## config.mk

```make
export PLATFORM = sky130hd
export DESIGN_NAME = cnn_upsampling_nn_gen_flat
export DESIGN_NICKNAME = d
export VERILOG_FILES = /design/src/rtl/upsampling_pkg.sv /design/src/rtl/cnn_upsampling_nn_gen_if.sv /design/src/rtl/upsampling_row_bank.sv /design/src/rtl/cnn_upsampling_nn_gen.sv /design/src/flat_wrapper.sv
export SDC_FILE = /design/constraint.sdc
export NUM_CORES = 1
export LEC_CHECK = 0
export BUFFER_PORTS_ARGS = -buffer_cell sky130_fd_sc_hd__buf_4
export CORE_MARGIN = 2
export CORE_UTILIZATION = 39
export CTS_BUF_LIST = sky130_fd_sc_hd__clkbuf_4 sky130_fd_sc_hd__clkbuf_8 sky130_fd_sc_hd__clkbuf_16
export DETAILED_ROUTE_END_ITERATION = 6
export GPL_TIMING_DRIVEN = 1
export HOLD_SLACK_MARGIN = 0.06
export SLEW_MARGIN = 20
export SYNTH_ARGS = -nofsm -noshare
export SYNTH_HDL_FRONTEND = slang
export SYNTH_SLANG_ARGS = --single-unit
```

## constraint.sdc

```tcl
create_clock -name clk -period 4.1 [get_ports clk]
set_input_delay 0 -clock clk [delete_from_list [all_inputs] [get_ports clk]]
set_output_delay 0 -clock clk [all_outputs]
set_load 0.03 [all_outputs]
```

## src/rtl/upsampling_pkg.sv

```systemverilog
// Shared definitions for the nearest-neighbour upsampler.
// Holds default configuration values, the counter-width helper, counter
// widths for the default configuration, and the reader FSM state type.
// The top level recomputes widths from its own parameters with the same
// helper, so non-default configurations size their counters correctly.
package upsampling_pkg;

    localparam int DEF_DATA_WIDTH   = 32;
    localparam int DEF_IMAGE_WIDTH  = 16;
    localparam int DEF_IMAGE_HEIGHT = 16;
    localparam int DEF_CHANNEL_NUM  = 256;
    localparam int DEF_SCALE        = 4;

    // Width of a counter running 0..max_count-1, never narrower than one bit.
    function automatic int cnt_width(input int max_count);
        return (max_count > 1) ? $clog2(max_count) : 1;
    endfunction

    localparam int COL_W         = cnt_width(DEF_IMAGE_WIDTH);
    localparam int ROW_W         = cnt_width(DEF_IMAGE_HEIGHT);
    localparam int CH_W          = cnt_width(DEF_CHANNEL_NUM);
    localparam int REP_W         = cnt_width(DEF_SCALE);
    localparam int BEATS_PER_ROW = DEF_IMAGE_WIDTH * DEF_SCALE * DEF_SCALE;

    typedef enum logic [0:0] {
        IDLE = 1'b0,
        EMIT = 1'b1
    } rd_state_e;

endpackage

```

## src/rtl/cnn_upsampling_nn_gen_if.sv

```systemverilog
// Valid/ready pixel stream used on both sides of the upsampler.
//   valid : producer has a pixel
//   ready : consumer accepts the pixel
//   data  : pixel word
// master = producer side, slave = consumer side.
interface cnn_upsampling_nn_gen_if #(
    parameter int DATA_WIDTH = 32
);
    logic                  valid;
    logic                  ready;
    logic [DATA_WIDTH-1:0] data;

    modport master (output valid, output data, input ready);
    modport slave  (input valid, input data, output ready);
endinterface

```

## src/rtl/upsampling_row_bank.sv

```systemverilog
// Ping-pong row storage for the upsampler.
// Two banks of IMAGE_WIDTH words, one full flag per bank and the write/read
// bank pointers. A completed write row sets its flag and flips the write
// pointer; a release clears the read bank flag and flips the read pointer.
// Ports:
//   clk, reset            clock, asynchronous active-high reset
//   wr_en, wr_last        pixel write strobe, write is last column of row
//   wr_col, wr_data       write column and pixel
//   rd_release            reader finished the current read bank
//   rd_bank_addr, rd_col  combinational read address
//   rd_data               word at (rd_bank_addr, rd_col)
//   full_wr, full_rd      flag of current write / read bank
//   full_other            flag of the bank the reader would move to next
//   rd_bank               current read bank pointer
module upsampling_row_bank
    import upsampling_pkg::*;
#(
    parameter int DATA_WIDTH  = DEF_DATA_WIDTH,
    parameter int IMAGE_WIDTH = DEF_IMAGE_WIDTH,
    parameter int COL_W       = cnt_width(IMAGE_WIDTH)
) (
    input  logic                  clk,
    input  logic                  reset,
    input  logic                  wr_en,
    input  logic                  wr_last,
    input  logic [COL_W-1:0]      wr_col,
    input  logic [DATA_WIDTH-1:0] wr_data,
    input  logic                  rd_release,
    input  logic                  rd_bank_addr,
    input  logic [COL_W-1:0]      rd_col,
    output logic [DATA_WIDTH-1:0] rd_data,
    output logic                  full_wr,
    output logic                  full_rd,
    output logic                  full_other,
    output logic                  rd_bank
);

    logic [DATA_WIDTH-1:0] mem_q [2][IMAGE_WIDTH];
    logic [1:0]            full_q, full_d;
    logic                  wr_bank_q, wr_bank_d;
    logic                  rd_bank_q, rd_bank_d;

    // Flag and pointer updates; a fill and a release of the two different banks may coincide.
    always_comb begin
        full_d    = full_q;
        wr_bank_d = wr_bank_q;
        rd_bank_d = rd_bank_q;
        if (wr_en && wr_last) begin
            full_d[wr_bank_q] = 1'b1;
            wr_bank_d         = ~wr_bank_q;
        end else begin
            wr_bank_d = wr_bank_q;
        end
        if (rd_release) begin
            full_d[rd_bank_q] = 1'b0;
            rd_bank_d         = ~rd_bank_q;
        end else begin
            rd_bank_d = rd_bank_q;
        end
    end

    // Flags and pointers; buffered rows are dropped on reset.
    always_ff @(posedge clk or posedge reset) begin
        if (reset) begin
            full_q    <= 2'b00;
            wr_bank_q <= 1'b0;
            rd_bank_q <= 1'b0;
        end else begin
            full_q    <= full_d;
            wr_bank_q <= wr_bank_d;
            rd_bank_q <= rd_bank_d;
        end
    end

    // Pixel storage; contents are deliberately not reset.
    always_ff @(posedge clk) begin
        if (wr_en) begin
            mem_q[wr_bank_q][wr_col] <= wr_data;
        end
    end

    assign rd_data    = mem_q[rd_bank_addr][rd_col];
    assign full_wr    = full_q[wr_bank_q];
    assign full_rd    = full_q[rd_bank_q];
    assign full_other = full_q[~rd_bank_q];
    assign rd_bank    = rd_bank_q;

endmodule

```

## src/rtl/cnn_upsampling_nn_gen.sv

```systemverilog
// Nearest-neighbour upsampler: every input row is emitted SCALE times and
// every pixel within it SCALE times, buffering only two rows (ping-pong).
// Ports:
//   clk, reset   clock, asynchronous active-high reset
//   s_in         input pixel stream (slave): valid_in, ready_in, pxl_in
//   m_out        output pixel stream (master): valid_out, ready_out, pxl_out
//   frame_done   one-cycle pulse after the last beat of a frame
//                (present only when UPSAMPLING_FRAME_DONE_EN is defined)
module cnn_upsampling_nn_gen
    import upsampling_pkg::*;
#(
    parameter int DATA_WIDTH   = DEF_DATA_WIDTH,
    parameter int IMAGE_WIDTH  = DEF_IMAGE_WIDTH,
    parameter int IMAGE_HEIGHT = DEF_IMAGE_HEIGHT,
    parameter int CHANNEL_NUM  = DEF_CHANNEL_NUM,
    parameter int SCALE        = DEF_SCALE
) (
    input  logic                      clk,
    input  logic                      reset,
    cnn_upsampling_nn_gen_if.slave    s_in,
    cnn_upsampling_nn_gen_if.master   m_out
`ifdef UPSAMPLING_FRAME_DONE_EN
    ,
    output logic                      frame_done
`endif
);

    localparam int L_COL_W = cnt_width(IMAGE_WIDTH);
    localparam int L_ROW_W = cnt_width(IMAGE_HEIGHT);
    localparam int L_CH_W  = cnt_width(CHANNEL_NUM);
    localparam int L_REP_W = cnt_width(SCALE);

    // Writer
    logic [L_COL_W-1:0]    wcol_q, wcol_d;
    logic                  wr_fire_s;
    logic                  wr_last_s;

    // Bank interface
    logic                  full_wr_s, full_rd_s, full_other_s, rd_bank_s;
    logic                  rd_release_s;
    logic                  rd_bank_addr_s;
    logic [L_COL_W-1:0]    rd_col_s;
    logic [DATA_WIDTH-1:0] rd_data_s;

    // Reader
    rd_state_e             state_q, state_d;
    logic [L_REP_W-1:0]    rep_row_q, rep_row_d;
    logic [L_COL_W-1:0]    col_q, col_d;
    logic [L_REP_W-1:0]    rep_col_q, rep_col_d;
    logic [L_ROW_W-1:0]    row_q, row_d;
    logic [L_CH_W-1:0]     ch_q, ch_d;
    logic [DATA_WIDTH-1:0] pxl_q, pxl_d;
    logic                  valid_q, valid_d;
    logic                  out_fire_s;
    logic                  last_rep_col_s, last_col_s, last_rep_row_s, row_end_s;
    logic                  last_row_s, last_ch_s;
`ifdef UPSAMPLING_FRAME_DONE_EN
    logic                  fd_q, fd_d;
`endif

    upsampling_row_bank #(
        .DATA_WIDTH  (DATA_WIDTH),
        .IMAGE_WIDTH (IMAGE_WIDTH),
        .COL_W       (L_COL_W)
    ) u_bank (
        .clk          (clk),
        .reset        (reset),
        .wr_en        (wr_fire_s),
        .wr_last      (wr_last_s),
        .wr_col       (wcol_q),
        .wr_data      (s_in.data),
        .rd_release   (rd_release_s),
        .rd_bank_addr (rd_bank_addr_s),
        .rd_col       (rd_col_s),
        .rd_data      (rd_data_s),
        .full_wr      (full_wr_s),
        .full_rd      (full_rd_s),
        .full_other   (full_other_s),
        .rd_bank      (rd_bank_s)
    );

    // ready_in comes straight from the write bank flag, never from ready_out.
    assign s_in.ready = ~full_wr_s;
    assign m_out.valid = valid_q;
    assign m_out.data  = pxl_q;
`ifdef UPSAMPLING_FRAME_DONE_EN
    assign frame_done  = fd_q;
`endif

    // Writer column counter.
    always_comb begin
        wr_fire_s = s_in.valid && s_in.ready;
        wr_last_s = (wcol_q == L_COL_W'(IMAGE_WIDTH - 1));
        if (wr_fire_s) begin
            if (wr_last_s) begin
                wcol_d = '0;
            end else begin
                wcol_d = wcol_q + L_COL_W'(1);
            end
        end else begin
            wcol_d = wcol_q;
        end
    end

    // Position decode of the beat currently presented on pxl_out.
    always_comb begin
        out_fire_s     = valid_q && m_out.ready;
        last_rep_col_s = (rep_col_q == L_REP_W'(SCALE - 1));
        last_col_s     = (col_q == L_COL_W'(IMAGE_WIDTH - 1));
        last_rep_row_s = (rep_row_q == L_REP_W'(SCALE - 1));
        row_end_s      = last_rep_col_s && last_col_s && last_rep_row_s;
        last_row_s     = (row_q == L_ROW_W'(IMAGE_HEIGHT - 1));
        last_ch_s      = (ch_q == L_CH_W'(CHANNEL_NUM - 1));
    end

    // Reader FSM: counters point at the beat being shown; the bank is read at the next beat's address.
    always_comb begin
        state_d        = state_q;
        rep_row_d      = rep_row_q;
        col_d          = col_q;
        rep_col_d      = rep_col_q;
        row_d          = row_q;
        ch_d           = ch_q;
        pxl_d          = pxl_q;
        valid_d        = valid_q;
        rd_release_s   = 1'b0;
        rd_bank_addr_s = rd_bank_s;
        rd_col_s       = col_q;
`ifdef UPSAMPLING_FRAME_DONE_EN
        fd_d           = 1'b0;
`endif
        case (state_q)
            IDLE: begin
                if (full_rd_s) begin
                    state_d  = EMIT;
                    rd_col_s = '0;
                    pxl_d    = rd_data_s;
                    valid_d  = 1'b1;
                end else begin
                    valid_d = 1'b0;
                end
            end
            EMIT: begin
                if (out_fire_s) begin
                    if (!last_rep_col_s) begin
                        rep_col_d = rep_col_q + L_REP_W'(1);
                    end else begin
                        rep_col_d = '0;
                        if (!last_col_s) begin
                            col_d = col_q + L_COL_W'(1);
                        end else begin
                            col_d = '0;
                            if (!last_rep_row_s) begin
                                rep_row_d = rep_row_q + L_REP_W'(1);
                            end else begin
                                rep_row_d = '0;
                            end
                        end
                    end
                    if (row_end_s) begin
                        // Release this bank and, if the other one is ready, start it with no bubble.
                        rd_release_s   = 1'b1;
                        rd_bank_addr_s = ~rd_bank_s;
                        rd_col_s       = '0;
                        if (last_row_s) begin
                            row_d = '0;
                            if (last_ch_s) begin
                                ch_d = '0;
`ifdef UPSAMPLING_FRAME_DONE_EN
                                fd_d = 1'b1;
`endif
                            end else begin
                                ch_d = ch_q + L_CH_W'(1);
                            end
                        end else begin
                            row_d = row_q + L_ROW_W'(1);
                        end
                        if (full_other_s) begin
                            state_d = EMIT;
                            pxl_d   = rd_data_s;
                            valid_d = 1'b1;
                        end else begin
                            state_d = IDLE;
                            valid_d = 1'b0;
                        end
                    end else begin
                        rd_col_s = col_d;
                        pxl_d    = rd_data_s;
                        valid_d  = 1'b1;
                    end
                end else begin
                    // Stalled: everything holds.
                    valid_d = 1'b1;
                end
            end
            default: begin
                state_d = IDLE;
                valid_d = 1'b0;
            end
        endcase
    end

    // Writer, reader state and output registers.
    always_ff @(posedge clk or posedge reset) begin
        if (reset) begin
            wcol_q    <= '0;
            state_q   <= IDLE;
            rep_row_q <= '0;
            col_q     <= '0;
            rep_col_q <= '0;
            row_q     <= '0;
            ch_q      <= '0;
            pxl_q     <= '0;
            valid_q   <= 1'b0;
`ifdef UPSAMPLING_FRAME_DONE_EN
            fd_q      <= 1'b0;
`endif
        end else begin
            wcol_q    <= wcol_d;
            state_q   <= state_d;
            rep_row_q <= rep_row_d;
            col_q     <= col_d;
            rep_col_q <= rep_col_d;
            row_q     <= row_d;
            ch_q      <= ch_d;
            pxl_q     <= pxl_d;
            valid_q   <= valid_d;
`ifdef UPSAMPLING_FRAME_DONE_EN
            fd_q      <= fd_d;
`endif
        end
    end

endmodule

```

## src/flat_wrapper.sv

```systemverilog
// flat-port wrapper written by rule: the top's interface ports become plain ports
module cnn_upsampling_nn_gen_flat import upsampling_pkg::*;
#(
    parameter int DATA_WIDTH   = DEF_DATA_WIDTH,
    parameter int IMAGE_WIDTH  = DEF_IMAGE_WIDTH,
    parameter int IMAGE_HEIGHT = DEF_IMAGE_HEIGHT,
    parameter int CHANNEL_NUM  = DEF_CHANNEL_NUM,
    parameter int SCALE        = DEF_SCALE
)
  (clk, reset, s_in_valid, s_in_data, s_in_ready, m_out_valid, m_out_data, m_out_ready);
  cnn_upsampling_nn_gen_if #(.DATA_WIDTH(DATA_WIDTH)) s_in_i ();
  cnn_upsampling_nn_gen_if #(.DATA_WIDTH(DATA_WIDTH)) m_out_i ();
  input  logic clk;
  input  logic reset;
  input wire logic [$bits(s_in_i.valid)-1:0] s_in_valid;
  input wire logic [$bits(s_in_i.data)-1:0] s_in_data;
  output wire logic [$bits(s_in_i.ready)-1:0] s_in_ready;
  output wire logic [$bits(m_out_i.valid)-1:0] m_out_valid;
  output wire logic [$bits(m_out_i.data)-1:0] m_out_data;
  input wire logic [$bits(m_out_i.ready)-1:0] m_out_ready;
  assign s_in_i.valid = s_in_valid;
  assign s_in_i.data = s_in_data;
  assign s_in_ready = s_in_i.ready;
  assign m_out_valid = m_out_i.valid;
  assign m_out_data = m_out_i.data;
  assign m_out_i.ready = m_out_ready;
  cnn_upsampling_nn_gen #(.DATA_WIDTH(DATA_WIDTH), .IMAGE_WIDTH(IMAGE_WIDTH), .IMAGE_HEIGHT(IMAGE_HEIGHT), .CHANNEL_NUM(CHANNEL_NUM), .SCALE(SCALE)) u_core (.clk(clk), .reset(reset), .s_in(s_in_i), .m_out(m_out_i));
endmodule
```

Word-level counts from Yosys, hierarchy flattened
Memory sizes are Yosys's and may differ from the RTL's.
Cells that the tools add are included.
{"block": "totals", "output_inout_bits": 34, "mem_bits_rw": 1024, "wordCells": 93, "mem_count": 1, "reg_bits": 49}
{"block": "op_classes", "eq_ne": 7, "magnitude_cmp": 8, "n_reduce_logical": 11, "add_sub_neg": 4, "bitwise_logic": 9, "muxes": 44}
{"name": "u_core.u_bank.mem_q", "depth": 2, "width": 512, "rd": 1, "rd_clocked_by_memory_dff": 0, "write_ports": 1, "line": "upsampling_row_bank.sv:38", "rtl": "logic [DATA_WIDTH-1:0] mem_q [2][IMAGE_WIDTH];"}
{"cell": "$mux 512", "count": 1}
{"cell": "$mux 32", "count": 7}
{"cell": "$bmux 32 s4", "count": 1}
{"cell": "$demux 32 s4", "count": 1}
{"cell": "$pmux 32 s2", "count": 1}
{"cell": "$mux 4", "count": 6}
{"cell": "$mux 1", "count": 19}
{"cell": "$ge 5x5->1 const B", "count": 2}
{"cell": "$not 4->5", "count": 2}
{"cell": "$add 4x1->4 const B", "count": 2}
{"cell": "$eq 4x4->1 const B", "count": 2}
{"cell": "$logic_and 1x1->1", "count": 8}
{"cell": "$mux 2", "count": 4}
{"cell": "$pmux 4 s2", "count": 1}
{"cell": "$lt 1x2->1 const B", "count": 3}
{"cell": "$lt 5x1->1 const B", "count": 1}
{"cell": "$add 2x1->2 const B", "count": 2}
{"cell": "$eq 2x2->1 const B", "count": 2}
{"cell": "$not 1->1", "count": 4}
{"cell": "$reduce_and 4->1", "count": 1}
{"cell": "$ne 3x2->1 const B", "count": 1}
{"cell": "$reduce_and 3->1", "count": 1}
{"cell": "$and 2x2->2", "count": 1}
{"cell": "$demux 1 s1", "count": 2}
{"cell": "other kinds (7)", "count": 8}

Longest topological paths before layout
Gate-level depths: netlist (run 1).
{"block": "depth", "word_depth": 14, "depth_mapped": 12, "mapped_depth_nobuf": 9}

Modules after synthesis
A second synthesis (run 1) with hierarchy kept.
{"block": "unflattened", "hier_cells": 2391, "hier_area_um2": 42037.8}
{"mod": "upsampling_row_bank", "cells_per_inst": 2246, "n_inst": 1, "seq_area_each_um2": 30849.6, "area_each_um2": 40069.7}
{"mod": "cnn_upsampling_nn_gen", "cells_per_inst": 145, "n_inst": 1, "seq_area_each_um2": 1126.1, "area_each_um2": 1968.1}

Least setup slack after synthesis (run 1)
Ideal clock, no wire load.
{"block": "synth_path", "path_type": "reg2reg", "start": "register u_core.u_bank.wr_bank_q", "end": "memory u_core.u_bank.mem_q[0][0] in the netlist's numbering, enable pin", "synth_period_minus_slack_ns": 3.794, "path_stages_with_launch": 8, "required_ns": 3.677, "slack_ns": 0.306, "path_buffers": 3, "arrival_time_ns": 3.371, "setup_time_ns": 0.423, "path_cell_list": "dfrtp_1 clkbuf_1 mux2i_1 and2_1 clkbuf_1 nand2_1 clkbuf_1 nor2_1"}
{"block": "synth_via", "elab_chain_len": 6}
{"item": "start: declaration", "line": "upsampling_row_bank.sv:40", "rtl": "logic wr_bank_q, wr_bank_d;"}
{"item": "start signal: assignment", "line": "upsampling_row_bank.sv:70", "rtl": "wr_bank_q <= wr_bank_d;"}
{"item": "$mux 1 (implied by the code) (2 in a row)", "line": "upsampling_row_bank.sv:83", "rtl": "assign full_wr = full_q[wr_bank_q];"}
{"item": "$not 1->1", "line": "cnn_upsampling_nn_gen.sv:83", "rtl": "assign s_in.ready = ~full_wr_s;"}
{"item": "via s_in_ready", "line": "flat_wrapper.sv:17", "rtl": "output wire logic [$bits(s_in_i.ready)-1:0] s_in_ready;"}
{"item": "$logic_and 1x1->1", "line": "cnn_upsampling_nn_gen.sv:92", "rtl": "wr_fire_s = s_in.valid && s_in.ready;"}
{"item": "$mux 1", "line": "upsampling_row_bank.sv:77", "rtl": "if (wr_en) begin"}
{"item": "$mux 512 (implied by the code)", "line": "upsampling_row_bank.sv:78", "rtl": "mem_q[wr_bank_q][wr_col] <= wr_data;"}
{"item": "end: declaration", "line": "upsampling_row_bank.sv:38"}
The timed path passes the listed nets, and every way through them passes these cells. The select of a mux whose other input is x is not followed.

Worst setup path in the final report (run 1)
{"block": "layout_path", "start": "register u_core.u_bank.wr_bank_q", "end": "memory u_core.u_bank.mem_q[0][98] in the netlist's numbering, enable pin"}
{"block": "layout_via", "elab_chain_len": 6}
{"item": "$mux 1 (implied by the code) (2 in a row)", "line": "upsampling_row_bank.sv:83"}
{"item": "$not 1->1", "line": "cnn_upsampling_nn_gen.sv:83"}
{"item": "$logic_and 1x1->1", "line": "cnn_upsampling_nn_gen.sv:92"}
{"item": "$mux 1", "line": "upsampling_row_bank.sv:77"}
{"item": "$mux 512 (implied by the code)", "line": "upsampling_row_bank.sv:78"}
Several ways; a longest one is shown, not always the timed one. The select of a mux whose other input is x is not followed.

==> run summary, run 1 <==
first-pass GRT wire length = 164 mm
status = finished clean
Cell Rows = 120
top cells by area, synth = edfxtp_1, mux4_2, mux2i_1, dfrtp_1, o21ai_0
power share of the combinational group = 20.5%
Synth top area share = 73.6%
post-layout util = 45.4%
Seq pwr share = 45.8%
measured slew at the worst slew-check pin = 1.03 ns
VDD IR-drop max = 0.629 mV
RSZ-0062 raised after global routing = no
remaining antenna violation count = 0
final setup TNS = 0 ns
Seq/Total Area, Yosys = 76.5%
clock buffer depth = 3
CTS buffer count = 105
Clock Power Share = 33.7%
Final Hold Viols = 0
max-slew violations = 0
Async SR Flop Fraction = 4.57%
Synth Flop Type = edfxtp_1
Diodes inserted = 0
clk_skew = 0.0357 ns
Vias/cell = 5.90
CP max FO = 18
post-CTS sizing = 0
Vert. Die Dim = 331 um
WL final = 113 mm
via count = 23100
H-tree Lvls = 3
crit path kind = flop to flop
cts hold-fix bufs = 35
vias in the first global route = 23097
Port-buffer cells = 69
Leak = 15.2 nW
hold crit path type = primary input to async pin
Seq cells post-synth = 1073
io pins = 70
DRC = 0
critical path data arrival time = 4.13 ns
crit end category = flop
die area = 110000 um2
largest net degree at the start of global routing = 69
DRT iter0 DRCs = 2783
Die W = 331 um
power density cells = 593 nW/um2
top achievable clock speed = 0.267 GHz
clock root buffer master = clkbuf_16
initial antenna violation count = 1
grt total ovfl = 0
RD Place Congestion = 0.811
CTS tree = done
Area Overhead vs Synth = 15.8%
Sw Pwr = 8.47 mW
Pint = 20.2 mW
layout cells sized above 1 = 20.8%
Post-synth EDFFs = 1024
Avg WL per Cell = 28.7 um
CP startpoint kind = flop
Initial Util = 39.2%
Final min period = 3.74 ns
Yosys cell types = 65
Layout Nets = 2466
period utilization = 91.3%
max_cap viols = 0
cell area after synthesis = 41800 um2
Clock Latency Late Sink = 0.69 ns
post-CTS setup buffer count = 0
Slew Limit Headroom = 31.1%
Yosys warnings = 0
syn_area_per_cell = 18.3 um2
Switching Share = 29.5%
Finish-stage setup viols = 0
total track usage = 20.3%
Sink Count = 1073
Syn Inst Count = 2280
biggest area consumer among synthesized cells = edfxtp_1
CORE AREA = 107000 um2
Worst EP required = 4.48 ns
First-pass DRT Iterations = 6
clk slew on worst S/H paths = 0.06 ns
Post-Syn Nets = 2323
DPL Wire Length = 65.4 mm
==> cells in the mapped netlist (41+ instances only) <==
cell and instances:
edfxtp_1 1024, o21ai_0 124, mux2i_1 123, mux4_2 122, clkbuf_1 92, nand2_1 80, and3_1 73, a211oi_1 71
nor2_1 71, o221ai_1 60, dfrtp_1 49, nand3_1 49, buf_2 41
==> worst max-delay path, stage by stage, from the launching register on <==
cell	delay, ns
dfrtp_1	0.62
mux2i_1	0.45
and2_1	0.49
nand2_1	0.60
nor2_4	0.92
buf_4	0.33
==> layout by cell type, fill, tap and decap left out, types with 5 or more instances in the layout <==
master	netlist	routed
mux2i_1	123	123
o221ai_1	60	60
clkbuf_4	0	23
o21ai_0	124	123
buf_4	18	146
nor2_4	1	37
dfrtp_1	49	49
o22ai_1	30	30
o21ai_1	9	9
nand2_1	80	80
mux4_2	122	122
edfxtp_1	1024	1024
a311oi_1	30	30
clkbuf_8	0	8
o21bai_1	30	30
o31ai_1	30	30
nor2_1	71	36
buf_12	0	16
ha_1	7	7
a211oi_1	71	71
clkbuf_16	0	105
a32oi_1	30	30
a31oi_1	8	8
a21oi_1	7	7
clkinv_2	0	21
bufinv_16	0	9
o22a_1	29	29
and3_1	73	73
nand3_1	49	46
inv_6	0	5
clkinv_1	0	20
dlygate4sd3_1	0	35
==> layer usage <==
layer  track usage, %  wire, um  up-vias
li1                 -         -     9715
met1             28.0     46400    12190
met2             33.7     55100     1024
met3             2.60      7900      171
met4             6.33      3140        0
met5                0         0        -
==> registers in the layout, summed over array words and instances (netlist names) <==
signal and cells:
u_core.u_bank.wr_bank_q 1, u_core.u_bank.mem_q 1024, u_core.u_bank.full_q 2, u_core.rep_row_q 2, u_core.m_out.valid 1, u_core.u_bank.rd_bank 1, u_core.m_out.data 32, u_core.wcol_q 4
u_core.rep_col_q 2, u_core.col_q 4
==> final cells by class <==
cell class	instances	area (um2)
multi-input combinational	1040	9360
clock inverter	62	586
sequential	1073	32000
tap	1403	1760
inverter	6	25.0
fill	8996	58200
timing repair buffer	197	1770
clock buffer	136	2910
==> stage by stage <==
stage / worst slack, ns / power, mW / std cells / hold WS, ns / area [um2]
2_1_floorplan: 0.306 / 16.5 / 2280 / 0.0989 / 41800
3_3_place_gp: 0.391 / 19.1 / 3684 / 0.348 / 44500
3_5_place_dp: 0.354 / 19.2 / 3684 / 0.371 / 44500
4_1_cts: 0.327 / 28.9 / 3917 / 0.206 / 48400
5_1_grt: 0.217 / 29.7 / 3917 / 0.271 / 48400
6_report: 0.356 / 28.7 / 3917 / 0.198 / 48400
==> path summary, 6_finish.rpt <==
check | from | cells after the start | slack, ns | to
max in group asynchronous | reset | 4 | 3.22 | u_core.m_out.data[23]$_DFFE_PP0P_
max | u_core.u_bank.wr_bank_q$_DFFE_PP0P_ | 5 | 0.36 | u_core.u_bank.mem_q[0][98]$_DFFE_PP_
min | reset | 4 | 0.20 | u_core.m_out.data[6]$_DFFE_PP0P_
max reg2reg | u_core.u_bank.wr_bank_q$_DFFE_PP0P_ | 5 | 0.36 | u_core.u_bank.mem_q[0][98]$_DFFE_PP_
min in group clk | s_in_data[25] | 2 | 0.31 | u_core.u_bank.mem_q[1][57]$_DFFE_PP_
min reg2reg | u_core.rep_row_q[1]$_DFFE_PP0P_ | 1 | 0.51 | u_core.rep_row_q[1]$_DFFE_PP0P_
==> cell families (layout without fill, tap and decap cells) <==
kind of cell,count (synthesis),in the layout,synth area share [%]
flip-flops,1073,1073,76.5
AO/OA/AOI/OAI,480,480,8.19
AND/OR/NAND/NOR,303,303,3.55
multiplexers,249,249,9.66
buffers and inverters,167,401,1.87
adder cells (fa/ha/maj),7,7,0.210
XOR/XNOR,1,1,0.0210
==> power groups by stage <==
stage / Sequential (mW) / Combinational, mW / Clock [mW]
CTS: 13.1 / 5.89 / 9.84
global placement: 13.3 / 5.80 / 0
floorplan: 13.5 / 3.01 / 0
global route: 13.2 / 6.20 / 10.3
finish: 13.1 / 5.87 / 9.68
detailed placement: 13.4 / 5.85 / 0
No activity file was read; power rests on OpenSTA's default activity.
==> run 2: changes to the inputs <==
RECOVER_POWER = 25   (was unset)
==> run 2 against run 1 <==
- the run now ends with capacitance limit, slew limit left
- sequential share of layout area up 0.12 points
- total power about the same
- sequential power about the same
- count of clock-buffer cells in the layout unchanged
- via count down 0.39%
- clock skew up 0.00099 ns
- non-clock buffer count unchanged
- maximum frequency up 0.51%
- cell count unchanged
- die area unchanged
- cell area down 0.18%
- largest cell class unchanged
- highest routed layer unchanged
==> run summary, run 2 (synthesis results as in run 1) <==
status = complete, but fails checks
failing checks = capacitance limit, slew limit
crit end category = flop
die area = 110000 um2 (unchanged)
Most flops, register = u_core.u_bank.mem_q
Diodes inserted = 0 (unchanged)
period utilization = 90.9% (-0.46 points)
First-pass DRT Iterations = 5 (-1)
io pins = 70 (unchanged)
CP max FO = 18 (unchanged)
total power = 28.7 mW (about the same)
Initial Util = 39.2% (unchanged)
hold crit path type = primary input to async pin
clk slew on worst S/H paths = 0.06 ns (about the same)
Layout Nets = 2466 (unchanged)
Vert. Die Dim = 331 um (unchanged)
max_cap viols = 12 (+12)
Clock Latency Late Sink = 0.69 ns (about the same)
final hold slack = 0.199 ns (+0.00117 ns)
Area after DPL = 44500 um2 (unchanged)
VDD IR-drop max = 0.625 mV (-0.59%)
critical path data arrival time = 4.11 ns (-0.02 ns)
clock root buffer master = clkbuf_16
Die W = 331 um (unchanged)
CTS buffer count = 105 (unchanged)
measured slew at the worst slew-check pin = 1.87 ns (+0.842 ns)
first-pass GRT wire length = 164 mm (unchanged)
Vias/cell = 5.87 (-0.39%)
Final Hold Viols = 0 (unchanged)
crit path kind = flop to flop
Leak = 15.2 nW (-0.55%)
layout cells sized above 1 = 19.8% (-0.91 points)
RD Place Congestion = 0.811 (unchanged)
CTS tree = done
clock buffer depth = 3 (unchanged)
post-placement cell count = 3684 (unchanged)
RSZ-0062 raised after global routing = no
Worst EP required = 4.49 ns (about the same)
initial antenna violation count = 1 (unchanged)
CP startpoint kind = flop
vias in the first global route = 23097 (unchanged)
WL final = 113 mm (about the same)
Final min period = 3.73 ns (-0.0189 ns)
DPL Wire Length = 65.4 mm (unchanged)
M1 WL = 46.8 mm (+0.80%)
DR top layer = met4
remaining antenna violation count = 0 (unchanged)
H-tree Lvls = 3 (unchanged)
post-route cell area = 48300 um2 (-0.18%)
power density cells = 594 nW/um2 (+0.20%)
grt total ovfl = 0 (unchanged)
Cell Rows = 120 (unchanged)
top achievable clock speed = 0.268 GHz (+0.51%)
via count = 23011 (-0.39%)
wire length on met3 = 7.49 mm (-5.2%)
DRC = 0 (unchanged)
Sink Count = 1073 (unchanged)
CORE AREA = 107000 um2 (unchanged)
Finish-stage setup viols = 0 (unchanged)
clk_skew = 0.0367 ns (+0.000986 ns)
max-slew violations = 396 (+396)
Area Overhead vs Synth = 15.6%
largest net degree at the start of global routing = 69 (unchanged)
DRT iter0 DRCs = 2854 (+2.6%)
max reg flops = 1024 (unchanged)
final worst slack = 0.375 ns (+0.0189 ns)
Avg WL per Cell = 28.7 um (about the same)
Non-Filler Instances = 3917 (unchanged)
post-layout util = 45.3% (-0.081 points)
total track usage = 20.3% (unchanged)
Port-buffer cells = 69 (unchanged)
met2 WL = 55.4 mm (+0.49%)
most frequent cells in the layout = edfxtp_1, o21ai_0, mux2i_1, buf_4, mux4_2
dpl ws = 0.354 ns (unchanged)
most common cell after layout, fill and taps aside = edfxtp_1
Slew Limit Headroom = -24.6% (-56 points)
final setup TNS = 0 ns (unchanged)
run 2: cell count changes in the layout (fill, tap and decap cells not counted):
cell and delta:
clkbuf_1 +23, buf_4 -23
run 2: critical path: stages, from the launching register on:
cell and delay (ns):
dfrtp_1 0.61, mux2i_1 0.45, and2_1 0.49, nand2_1 0.60, nor2_4 0.91, buf_4 0.34
run 2: final cells by class:
| class | count | area, um2 |
|---|---|---|
| clock inverter | 62 | 586 |
| inverter | 6 | 25.0 |
| timing repair buffer | 197 | 1680 |
| clock buffer | 136 | 2910 |
| sequential | 1073 | 32000 |
| multi-input combinational | 1040 | 9360 |
| tap | 1403 | 1760 |
| fill | 9023 | 58300 |
run 2: worst paths after layout:
check	startpoint	to	slack [ns]	cells past startpoint
min reg2reg	u_core.rep_col_q[1]$_DFFE_PP0P_	u_core.rep_col_q[1]$_DFFE_PP0P_	0.51	1
min in group clk	s_in_data[21]	u_core.u_bank.mem_q[0][309]$_DFFE_PP_	0.32	2
max	u_core.u_bank.wr_bank_q$_DFFE_PP0P_	u_core.u_bank.mem_q[0][98]$_DFFE_PP_	0.37	5
min	reset	u_core.m_out.data[6]$_DFFE_PP0P_	0.20	4
max in group asynchronous	reset	u_core.m_out.data[23]$_DFFE_PP0P_	3.22	4
max reg2reg	u_core.u_bank.wr_bank_q$_DFFE_PP0P_	u_core.u_bank.mem_q[0][98]$_DFFE_PP_	0.37	5
run 2: routing by layer:
layer	up-vias	global-route usage, %
met4	0	6.33
met1	12159	28.0
met3	154	2.60
met5	-	0
met2	986	33.7
li1	9712	-
run 2: report_power, final:
part           switching (mW)  internal (mW)
Combinational            3.98           1.88
Sequential              0.404           12.7
Clock                    4.10           5.60
Total                    8.48           20.2
run 2: repair_timing:
action | 4_1_cts | 5_1_grt
endpoints found under the hold margin | 1086 | 0
buffers inserted | 0 | 0
resized for setup | 0 | 0
hold buffers | 35 | 0
